## src/rtl/dmmu_sram_sp_if.sv

```systemverilog
// ---------------------------------------------------------------------------
// dmmu_sram_sp_if
// Access and flush bus between the MMU control logic (master) and the
// TLB match/translate array (slave, dmmu_sram_sp).
//
// Signals:
//   cs_n       master->slave  chip select, active low
//   we_n       master->slave  0 = write, 1 = read
//   oe_n       master->slave  output enable, active low (1 zeroes rdata)
//   addr       master->slave  word address, AW bits
//   wdata      master->slave  write data, DW bits
//   wmask      master->slave  per-lane write enable, NL bits
//   perr_inj   master->slave  test only: invert parity of written lanes
//   flush_req  master->slave  request a clear sweep (invalidate-all)
//   ready      slave->master  accesses accepted this cycle
//   rdata      slave->master  registered read data
//   rvalid     slave->master  one-cycle pulse when rdata was updated by a read
//   par_err    slave->master  per-lane parity error, qualified by rvalid
//   flush_busy slave->master  clear sweep in progress
//   flush_done slave->master  one-cycle pulse at sweep completion
// ---------------------------------------------------------------------------
interface dmmu_sram_sp_if #(
  parameter int AW     = 6,
  parameter int DW     = 24,
  parameter int LANE_W = 8
);
  localparam int NL = DW / LANE_W;

  logic          cs_n;
  logic          we_n;
  logic          oe_n;
  logic [AW-1:0] addr;
  logic [DW-1:0] wdata;
  logic [NL-1:0] wmask;
  logic          perr_inj;
  logic          flush_req;
  logic          ready;
  logic [DW-1:0] rdata;
  logic          rvalid;
  logic [NL-1:0] par_err;
  logic          flush_busy;
  logic          flush_done;

  modport master (
    output cs_n, we_n, oe_n, addr, wdata, wmask, perr_inj, flush_req,
    input  ready, rdata, rvalid, par_err, flush_busy, flush_done
  );

  modport slave (
    input  cs_n, we_n, oe_n, addr, wdata, wmask, perr_inj, flush_req,
    output ready, rdata, rvalid, par_err, flush_busy, flush_done
  );
endinterface

```

## src/rtl/dmmu_sram_sp.sv

```systemverilog
// ---------------------------------------------------------------------------
// dmmu_sram_sp
// Single-port synchronous SRAM model for the DMMU/IMMU TLB match and
// translate arrays. 2**AW words of DW bits, split into NL = DW/LANE_W lanes,
// each lane with its own write enable and even-parity bit. A hardware clear
// sweep writes INIT_VAL (with correct parity) to every word after reset and
// on flush_req, which gives the TLB its invalidate-all.
//
// Ports:
//   clk    core clock, all state updates on the rising edge
//   rst_n  asynchronous active-low reset
//   bus    dmmu_sram_sp_if.slave (access, flush and status signals)
//
// State table:
//   state    | meaning
//   ---------+-----------------------------------------------------------
//   ST_SWEEP | clear sweep: one word per cycle, accesses ignored (ready=0)
//   ST_IDLE  | normal operation, reads and writes accepted (ready=1)
// ---------------------------------------------------------------------------
module dmmu_sram_sp #(
  parameter int              AW       = 6,
  parameter int              DW       = 24,
  parameter int              LANE_W   = 8,
  parameter logic [DW-1:0]   INIT_VAL = '0
) (
  input  logic           clk,
  input  logic           rst_n,
  dmmu_sram_sp_if.slave  bus
);

  localparam int            NL       = DW / LANE_W;
  localparam int            DEPTH    = 2 ** AW;
  localparam logic [AW-1:0] PTR_LAST = {AW{1'b1}};

  typedef enum logic [0:0] {
    ST_SWEEP = 1'b0,
    ST_IDLE  = 1'b1
  } state_t;

  // Storage: data and per-lane parity kept side by side, never reset.
  logic [DW-1:0] mem_data [DEPTH];
  logic [NL-1:0] mem_par  [DEPTH];

  state_t        state_q,   state_d;
  logic [AW-1:0] ptr_q,     ptr_d;
  logic          ready_q,   ready_d;
  logic          busy_q,    busy_d;
  logic          done_q,    done_d;
  logic          rvalid_q,  rvalid_d;
  logic [DW-1:0] rdata_q,   rdata_d;
  logic [NL-1:0] par_err_q, par_err_d;

  logic          acc;
  logic [DW-1:0] rd_word;
  logic [NL-1:0] rd_par;
  logic [NL-1:0] rd_perr;
  logic [NL-1:0] wdata_par;
  logic [NL-1:0] init_par;

  logic          wr_en;
  logic [AW-1:0] wr_addr;
  logic [NL-1:0] wr_lane;
  logic [DW-1:0] wr_data;
  logic [NL-1:0] wr_par;

  assign acc     = ready_q & ~bus.cs_n;
  assign rd_word = mem_data[bus.addr];
  assign rd_par  = mem_par[bus.addr];

  // Lane parity: even parity, so data XOR stored bit is 0 for a clean lane.
  always_comb begin
    rd_perr   = '0;
    wdata_par = '0;
    init_par  = '0;
    for (int i = 0; i < NL; i++) begin
      rd_perr[i]   = (^rd_word[i*LANE_W +: LANE_W]) ^ rd_par[i];
      wdata_par[i] = ^bus.wdata[i*LANE_W +: LANE_W];
      init_par[i]  = ^INIT_VAL[i*LANE_W +: LANE_W];
    end
  end

  // Single array write port, shared between the sweep and accepted writes.
  // ready_q is 0 throughout the sweep, so the two never compete.
  always_comb begin
    wr_en   = 1'b0;
    wr_addr = bus.addr;
    wr_lane = bus.wmask;
    wr_data = bus.wdata;
    wr_par  = wdata_par ^ {NL{bus.perr_inj}};
    if (state_q == ST_SWEEP) begin
      wr_en   = 1'b1;
      wr_addr = ptr_q;
      wr_lane = '1;
      wr_data = INIT_VAL;
      wr_par  = init_par;
    end else if (acc && !bus.we_n) begin
      wr_en   = 1'b1;
    end
  end

  always_ff @(posedge clk) begin
    if (wr_en) begin
      for (int i = 0; i < NL; i++) begin
        if (wr_lane[i]) begin
          mem_data[wr_addr][i*LANE_W +: LANE_W] <= wr_data[i*LANE_W +: LANE_W];
          mem_par[wr_addr][i]                   <= wr_par[i];
        end
      end
    end
  end

  // Next-state and registered-output logic.
  always_comb begin
    state_d   = state_q;
    ptr_d     = ptr_q;
    ready_d   = ready_q;
    busy_d    = busy_q;
    done_d    = 1'b0;
    rvalid_d  = 1'b0;
    par_err_d = '0;
    rdata_d   = rdata_q;

    case (state_q)
      ST_SWEEP: begin
        ptr_d = ptr_q + 1'b1;
        // Last word written this cycle: outputs flip for the first IDLE cycle.
        // flush_req is deliberately not looked at here.
        if (ptr_q == PTR_LAST) begin
          state_d = ST_IDLE;
          ptr_d   = '0;
          ready_d = 1'b1;
          busy_d  = 1'b0;
          done_d  = 1'b1;
        end
      end
      ST_IDLE: begin
        if (bus.flush_req) begin
          state_d = ST_SWEEP;
          ptr_d   = '0;
          ready_d = 1'b0;
          busy_d  = 1'b1;
        end
      end
      default: begin
        state_d = ST_SWEEP;
        ptr_d   = '0;
        ready_d = 1'b0;
        busy_d  = 1'b1;
      end
    endcase

    // An access in the flush_req cycle is still accepted since ready_q=1.
    if (acc && bus.we_n) begin
      rvalid_d  = 1'b1;
      rdata_d   = bus.oe_n ? '0 : rd_word;
      par_err_d = rd_perr;
    end
  end

  always_ff @(posedge clk or negedge rst_n) begin
    if (!rst_n) begin
      state_q   <= ST_SWEEP;
      ptr_q     <= '0;
      ready_q   <= 1'b0;
      busy_q    <= 1'b1;
      done_q    <= 1'b0;
      rvalid_q  <= 1'b0;
      rdata_q   <= '0;
      par_err_q <= '0;
    end else begin
      state_q   <= state_d;
      ptr_q     <= ptr_d;
      ready_q   <= ready_d;
      busy_q    <= busy_d;
      done_q    <= done_d;
      rvalid_q  <= rvalid_d;
      rdata_q   <= rdata_d;
      par_err_q <= par_err_d;
    end
  end

  assign bus.ready      = ready_q;
  assign bus.flush_busy = busy_q;
  assign bus.flush_done = done_q;
  assign bus.rvalid     = rvalid_q;
  assign bus.rdata      = rdata_q;
  assign bus.par_err    = par_err_q;

endmodule

```

## src/flat_wrapper.sv

```systemverilog
// flat-port wrapper written by rule: the top's interface ports become plain ports
module dmmu_sram_sp_flat 
#(
  parameter int              AW       = 6,
  parameter int              DW       = 24,
  parameter int              LANE_W   = 8,
  parameter logic [DW-1:0]   INIT_VAL = '0
)
  (clk, rst_n, bus_cs_n, bus_we_n, bus_oe_n, bus_addr, bus_wdata, bus_wmask, bus_perr_inj, bus_flush_req, bus_ready, bus_rdata, bus_rvalid, bus_par_err, bus_flush_busy, bus_flush_done);
  dmmu_sram_sp_if #(.AW(AW), .DW(DW), .LANE_W(LANE_W)) bus_i ();
  input  logic clk;
  input  logic rst_n;
  input wire logic [$bits(bus_i.cs_n)-1:0] bus_cs_n;
  input wire logic [$bits(bus_i.we_n)-1:0] bus_we_n;
  input wire logic [$bits(bus_i.oe_n)-1:0] bus_oe_n;
  input wire logic [$bits(bus_i.addr)-1:0] bus_addr;
  input wire logic [$bits(bus_i.wdata)-1:0] bus_wdata;
  input wire logic [$bits(bus_i.wmask)-1:0] bus_wmask;
  input wire logic [$bits(bus_i.perr_inj)-1:0] bus_perr_inj;
  input wire logic [$bits(bus_i.flush_req)-1:0] bus_flush_req;
  output wire logic [$bits(bus_i.ready)-1:0] bus_ready;
  output wire logic [$bits(bus_i.rdata)-1:0] bus_rdata;
  output wire logic [$bits(bus_i.rvalid)-1:0] bus_rvalid;
  output wire logic [$bits(bus_i.par_err)-1:0] bus_par_err;
  output wire logic [$bits(bus_i.flush_busy)-1:0] bus_flush_busy;
  output wire logic [$bits(bus_i.flush_done)-1:0] bus_flush_done;
  assign bus_i.cs_n = bus_cs_n;
  assign bus_i.we_n = bus_we_n;
  assign bus_i.oe_n = bus_oe_n;
  assign bus_i.addr = bus_addr;
  assign bus_i.wdata = bus_wdata;
  assign bus_i.wmask = bus_wmask;
  assign bus_i.perr_inj = bus_perr_inj;
  assign bus_i.flush_req = bus_flush_req;
  assign bus_ready = bus_i.ready;
  assign bus_rdata = bus_i.rdata;
  assign bus_rvalid = bus_i.rvalid;
  assign bus_par_err = bus_i.par_err;
  assign bus_flush_busy = bus_i.flush_busy;
  assign bus_flush_done = bus_i.flush_done;
  dmmu_sram_sp #(.AW(AW), .DW(DW), .LANE_W(LANE_W), .INIT_VAL(INIT_VAL)) u_core (.clk(clk), .rst_n(rst_n), .bus(bus_i));
endmodule
```

## config.mk

```make
export PLATFORM = sky130hd
export DESIGN_NAME = dmmu_sram_sp_flat
export DESIGN_NICKNAME = d
export VERILOG_FILES = /design/src/rtl/dmmu_sram_sp_if.sv /design/src/rtl/dmmu_sram_sp.sv /design/src/flat_wrapper.sv
export SDC_FILE = /design/constraint.sdc
export NUM_CORES = 2
export LEC_CHECK = 0
export CORE_MARGIN = 5
export CORE_UTILIZATION = 46
export CTS_BUF_LIST = sky130_fd_sc_hd__clkbuf_8 sky130_fd_sc_hd__clkbuf_16
export CTS_CLUSTER_DIAMETER = 30
export DETAILED_ROUTE_END_ITERATION = 8
export GPL_TIMING_DRIVEN = 0
export PLACE_DENSITY_LB_ADDON = 0.12
export SETUP_SLACK_MARGIN = 0.5
export SYNTH_ARGS = -nofsm -noshare
export SYNTH_HDL_FRONTEND = slang
export SYNTH_SLANG_ARGS = --single-unit
```

## constraint.sdc

```tcl
create_clock -name clk -period 2.6 [get_ports clk]
set_input_delay 0.52 -clock clk [delete_from_list [all_inputs] [get_ports clk]]
set_output_delay 0.52 -clock clk [all_outputs]
set_load 0.01 [all_outputs]
```

# ---- Yosys cells after proc, flatten, opt, wreduce, memory -nomap -nowiden
# Memory sizes are Yosys's and may differ from the RTL's.
# Cells that the tools add are included.
dict set report totals {
  register_bits 38
  ramBits 1728
  input_bits 40
  n_memories 2
}
# name words word_bits rd rd_clocked_by_memory_dff write_ports line_no
set memory_table {}
lappend memory_table {u_core.mem_data 64 24 1 0 1 dmmu_sram_sp.sv:41} ;# logic [DW-1:0] mem_data [DEPTH];
lappend memory_table {u_core.mem_par 64 3 1 0 1 dmmu_sram_sp.sv:42} ;# logic [NL-1:0] mem_par [DEPTH];
dict set report op_classes {
  addsub 1
  eq_ne 3
  n_mux 31
  bitwise 7
  reduce_logical 10
}
# operator n
set op_table {}
lappend op_table {{24-bit two-way mux} 2}
lappend op_table {{8-bit XOR reduction} 6}
lappend op_table {{1-bit two-way mux} 19}
lappend op_table {{6-bit two-way mux} 3}
lappend op_table {{6-bit one-hot mux with 2 select lines} 1}
lappend op_table {{3-bit two-way mux} 3}
lappend op_table {{6-bit by 1-bit adder with 6-bit output (second input constant)} 1}
lappend op_table {{6-bit equality test (second input constant)} 1}
lappend op_table {{1-bit one-hot mux with 2 select lines} 3}
lappend op_table {{2-bit != test (second input constant)} 2}
lappend op_table {{1-bit XOR} 3}
lappend op_table {{3-bit XOR} 1}
lappend op_table {{1-bit logical AND} 2}
lappend op_table {{1-bit NOT} 2}
lappend op_table {{2-bit AND reduction} 1}
lappend op_table {{1-bit bitwise AND} 1}
lappend op_table {{1-bit zero test} 1}

# ---- Depth between registers and ports, before layout
dict set report depth {
  depth_word 7
  ltp_mapped 15
}

# ---- Worst setup path before layout
# No wires, ideal clock.
dict set report synth_timing {
  kind {input -> register}
  start {input bus_addr[2]}
  end {memory u_core.mem_data[23][0], enable pin}
  arrival_ps 2891
  t_required_ps 2226
  setup_slack_ps -665
  path_stages 9
  path_buffers 6
  cell_sequence {buf_2 > buf_2 > buf_1 > buf_2 > buf_2 > mux2_2 > clkbuf_1 > nand3_1 > nor2_1}
}
dict set report synth_via {
  elab_chain_cells 1
}
# item line_no
set synth_rtl {}
lappend synth_rtl {{start, declared} flat_wrapper.sv:16} ;# input wire logic [$bits(bus_i.addr)-1:0] bus_addr;
lappend synth_rtl {{6-bit two-way mux} dmmu_sram_sp.sv:90} ;# if (state_q == ST_SWEEP) begin
lappend synth_rtl {{end, declared} dmmu_sram_sp.sv:41}
# Every way passes these cells.

# ---- Final worst setup path
dict set report layout_timing {
  start {input bus_addr[0]}
  end {register u_core.par_err_q[1] (netlist: u_core.bus.par_err[1])}
}
dict set report layout_via {
  elab_chain_cells 4
  elab_cells_between_ends 5
  classes_between {mux (1); bitwise (1); reduce/logical (1); memory (2)}
}
# item line_no
set layout_rtl {}
lappend layout_rtl {{memory 64 x 24 bit} n/a}
lappend layout_rtl {{8-bit XOR reduction} dmmu_sram_sp.sv:76} ;# rd_perr[i] = (^rd_word[i*LANE_W +: LANE_W]) ^ rd_par[i];
lappend layout_rtl {{1-bit XOR *} dmmu_sram_sp.sv:76}
lappend layout_rtl {{3-bit two-way mux *} dmmu_sram_sp.sv:153} ;# if (acc && bus.we_n) begin
lappend layout_rtl {{named net u_core.par_err_d[1]} dmmu_sram_sp.sv:51} ;# logic [NL-1:0] par_err_q, par_err_d;
lappend layout_rtl {{end signal, assigned} dmmu_sram_sp.sv:178} ;# par_err_q <= par_err_d;
lappend layout_rtl {{end, declared} dmmu_sram_sp.sv:51}
# The timed path passes the listed nets; every way through them passes the cells marked *.
# A chain may end at the register's enable or synchronous reset.

==> run summary <==
Hold Crit Class -> input port to async pin
DP HPWL -> 171000 µm
share of cells above drive strength 1 -> 0.490
critical path fanouts, max -> 6
Fin. Hold Viols -> 0
largest net degree at the start of global routing -> 61
clk slew on worst S/H paths -> 0.04 ns
clock root cell -> clkbuf_16
Crit Path Category -> input port to register
GRT Resource Usage Total -> 0.348
ys async rst share -> 0.0215
crit start category -> input port
Netlist Area Pre-Place -> 69100 µm²
clk_lat worst skew -> 0.91 ns
Synth Instances -> 3202
final worst slack -> -0.227 ns
Final GP Congestion -> 0.963
Slew HR -> 0.305
fin cells -> 6497
final net count -> 4233
slowest stage delay, CP -> 0.60 ns
1st-iter DRT viols -> 7608
CTS Sinks -> 1766
Pre-antenna DRT Iters -> 6
area of the multi-input gates -> 18100 µm²
Highest Clock Rate -> 354 MHz
period utilisation layout -> 1.09
Slew Viols, Final -> 0
top_reg_cell synth -> edfxtp_1
min cycle time layout -> 2.83 ns
FF/Latch Area -> 52800 µm²
Req. time, crit path -> 3.38 ns
DIE WIDTH -> 397 µm
vias in the first global route -> 40800
Pleak -> 33.3 nW
area delta synth->final -> 40.7%
Fillers -> 9594
Post-Syn Area per Cell -> 21.6 µm²
slowest stage cell, crit path -> mux4_2
die height -> 397 µm
Initial Util -> 0.462
Seq/Total Area, Yosys -> 0.765
status -> finished, violations left
initial antenna violation count -> 17
post-synth net total -> 3243
port buffer count -> 67
first-pass GRT wire length -> 362000 µm
via count -> 43400
CTS tree -> done
VDD IR max -> 0.000601 V
failing checks -> setup timing
Worst R2R Setup Slack -> -0.18 ns
Setup Skew -> 0.0374 ns
Core ar. -> 150000 µm²
Die Area -> 158000 µm²
Final Setup Violations -> 3
Yosys cell types -> 59
io pins -> 71
Crit path arrival time -> 3.60 ns
Power Total -> 96.6 mW
ANT nets after route -> 0
Max-Cap Viols -> 0
WL final -> 285000 µm
Max clock buf depth -> 4
routed vias/inst -> 6.68
commonest cells after routing, fill and taps aside -> edfxtp_1, mux4_2, clkbuf_16
Post-synth EDFFs -> 1728
Routed wire per std cell -> 43.8 µm
RSZ-0062 raised after global routing -> true
most used cell, CP -> buf_16
num rows -> 142
power density over the cells -> 994 nW/µm²
Slew @ Worst Pin -> 1.04 ns
FF+latch count, synth -> 1766
gr ovfl total -> 0
Yosys Warn Count -> 0
commonest non-fill, non-tap cell in the layout -> edfxtp_1
Worst setup EP type -> register
CTS Buf Count -> 364
# DRC -> 0
CTS H-Tree Depth -> 5
critical-path cell list -> buf_16 > buf_16 > buf_16 > buf_12 > buf_4 > clkbuf_16 > mux4_2 > o22ai_1 > o21ai_0 > and3_1 > a31o_2 > xor2_1 > xnor2_1 > xnor2_1 > nor2_1
Post-Place Cells -> 5319
-- final cells by class --
| cell class | count | share of cell area |
|---|---|---|
| flip-flops and latches | 1766 | 0.544 |
| inverters | 5 | 0.000245 |
| plain buffers | 176 | 0.0343 |
| multi-input cells | 1257 | 0.186 |
| diodes | 11 | 0.000283 |
| clock inverters | 274 | 0.0302 |
| repair buffers | 622 | 0.0837 |
| well taps | 2016 | 0.0260 |
| clock buffers | 370 | 0.0952 |
-- synthesized netlist by cell type (7+ instances only) --
cell	instances	area, µm²
xor2_1	9	78.8
a211oi_1	8	60.1
nand3_1	39	195
buf_4	26	195
nand2_1	90	338
o22ai_1	34	213
mux4_1	12	315
clkbuf_1	58	218
a21oi_1	35	175
nor3_1	7	35.0
o21ai_0	23	115
a22oi_1	59	443
buf_6	22	248
a221oi_1	7	61.3
nor2b_1	15	93.8
a32oi_1	7	61.3
and2_1	34	213
dfrtp_1	37	926
buf_2	58	290
nand2b_1	10	62.6
buf_1	8	30.0
edfxtp_1	1728	51900
xnor2_1	40	350
nand3b_1	11	82.6
a31oi_1	7	43.8
nor2_1	223	837
mux2i_1	58	581
a22o_1	20	175
mux4_2	449	10100
-- stage by stage --
| stage | hold WS, ns | cell area [µm²] | setup WS, ns | setup TNS [ns] | utilization |
|---|---|---|---|---|---|
| global placement | 0.474 | 73100 | -3.81 | -7173.08 | 0.488 |
| floorplan | 0.224 | 69900 | -0.374 | -327.75 | - |
| detailed placement | 0.423 | 73800 | -3.64 | -5097.07 | 0.493 |
| global route | 0.0190 | 97200 | -0.212 | -0.461 | 0.649 |
| CTS | 0.00722 | 94000 | -0.109 | -0.263 | 0.629 |
| finish | 0.0254 | 97200 | -0.227 | -0.523 | 0.650 |
-- state kept, by name (all words and copies together), names as in the netlist --
name,cells
u_core.mem_data,1536
u_core.bus.rdata,24
u_core.bus.flush_busy,1
u_core.bus.ready,1
u_core.ptr_q,6
u_core.state_q,1
u_core.bus.flush_done,1
u_core.mem_par,192
u_core.bus.rvalid,1
u_core.bus.par_err,3
-- cells by family (layout without fill, tap and decap cells) --
logic type / count (synthesis) / after routing / synth area share
DFF: 1766 / 1766 / 0.765
muxes: 525 / 525 / 0.160
and+or+nand+nor: 447 / 449 / 0.0287
AOI/OAI and AO/OA: 232 / 232 / 0.0234
buffers and inverters: 181 / 1447 / 0.0155
xor gates and xnor gates: 50 / 50 / 0.00654
adders and majority gates: 1 / 1 / 0.000181
other: 0 / 11 / 0
-- timing repair --
action | 4_1_cts | 5_1_grt
hold buffers | 1 | 0
cloned | 5 | 14
setup endpoints to repair | 3522 | 3154
hold endpoints to repair | 37 | 0
gates resized for setup | 904 | 253
setup buffers | 333 | 170
pin swaps | 183 | 85
-- final timing paths --
| kind | startpoint | end | cells after the start |
|---|---|---|---|
| max | bus_addr[0] | u_core.bus.par_err[1]$_DFF_PN0_ | 15 |
| min | rst_n | u_core.bus.rdata[9]$_DFFE_PN0P_ | 2 |
| max reg2reg | u_core.mem_data[52][2]$_DFFE_PP_ | u_core.bus.par_err[0]$_DFF_PN0_ | 9 |
| min reg2reg | u_core.bus.rdata[16]$_DFFE_PN0P_ | u_core.bus.rdata[16]$_DFFE_PN0P_ | 2 |
| max in group asynchronous | rst_n | u_core.bus.flush_busy$_DFFE_PN1P_ | 3 |
| min in group clk | bus_flush_req | u_core.bus.flush_busy$_DFFE_PN1P_ | 3 |
-- report_power, final --
part / switching (mW) / total [mW] / internal (mW) / leakage (nW)
sequential: 0.630 / 34.1 / 33.5 / 16.5
clock: 15.2 / 46.1 / 30.8 / 5.98
combinational: 10.1 / 16.4 / 6.33 / 10.8
total: 26.0 / 96.6 / 70.7 / 33.3
-- routing by layer --
layer,wire [µm],up-vias,global-route usage,share of wire
met5,268,-,0,0.00094
met4,22500,12,0.201,0.079
met3,45900,1044,0.145,0.16
met2,121000,4186,0.496,0.42
met1,95500,22600,0.451,0.34
li1,-,15600,-,-
-- critical path: cells and delay by family --
family / cells / cell delay (ns)
AO/OA/AOI/OAI: 3 / 0.61
multiplexers: 1 / 0.60
buffers and inverters: 6 / 0.86
AND/OR/NAND/NOR: 2 / 0.32
XOR/XNOR: 3 / 0.66
Power figures use the tool's default switching activity.
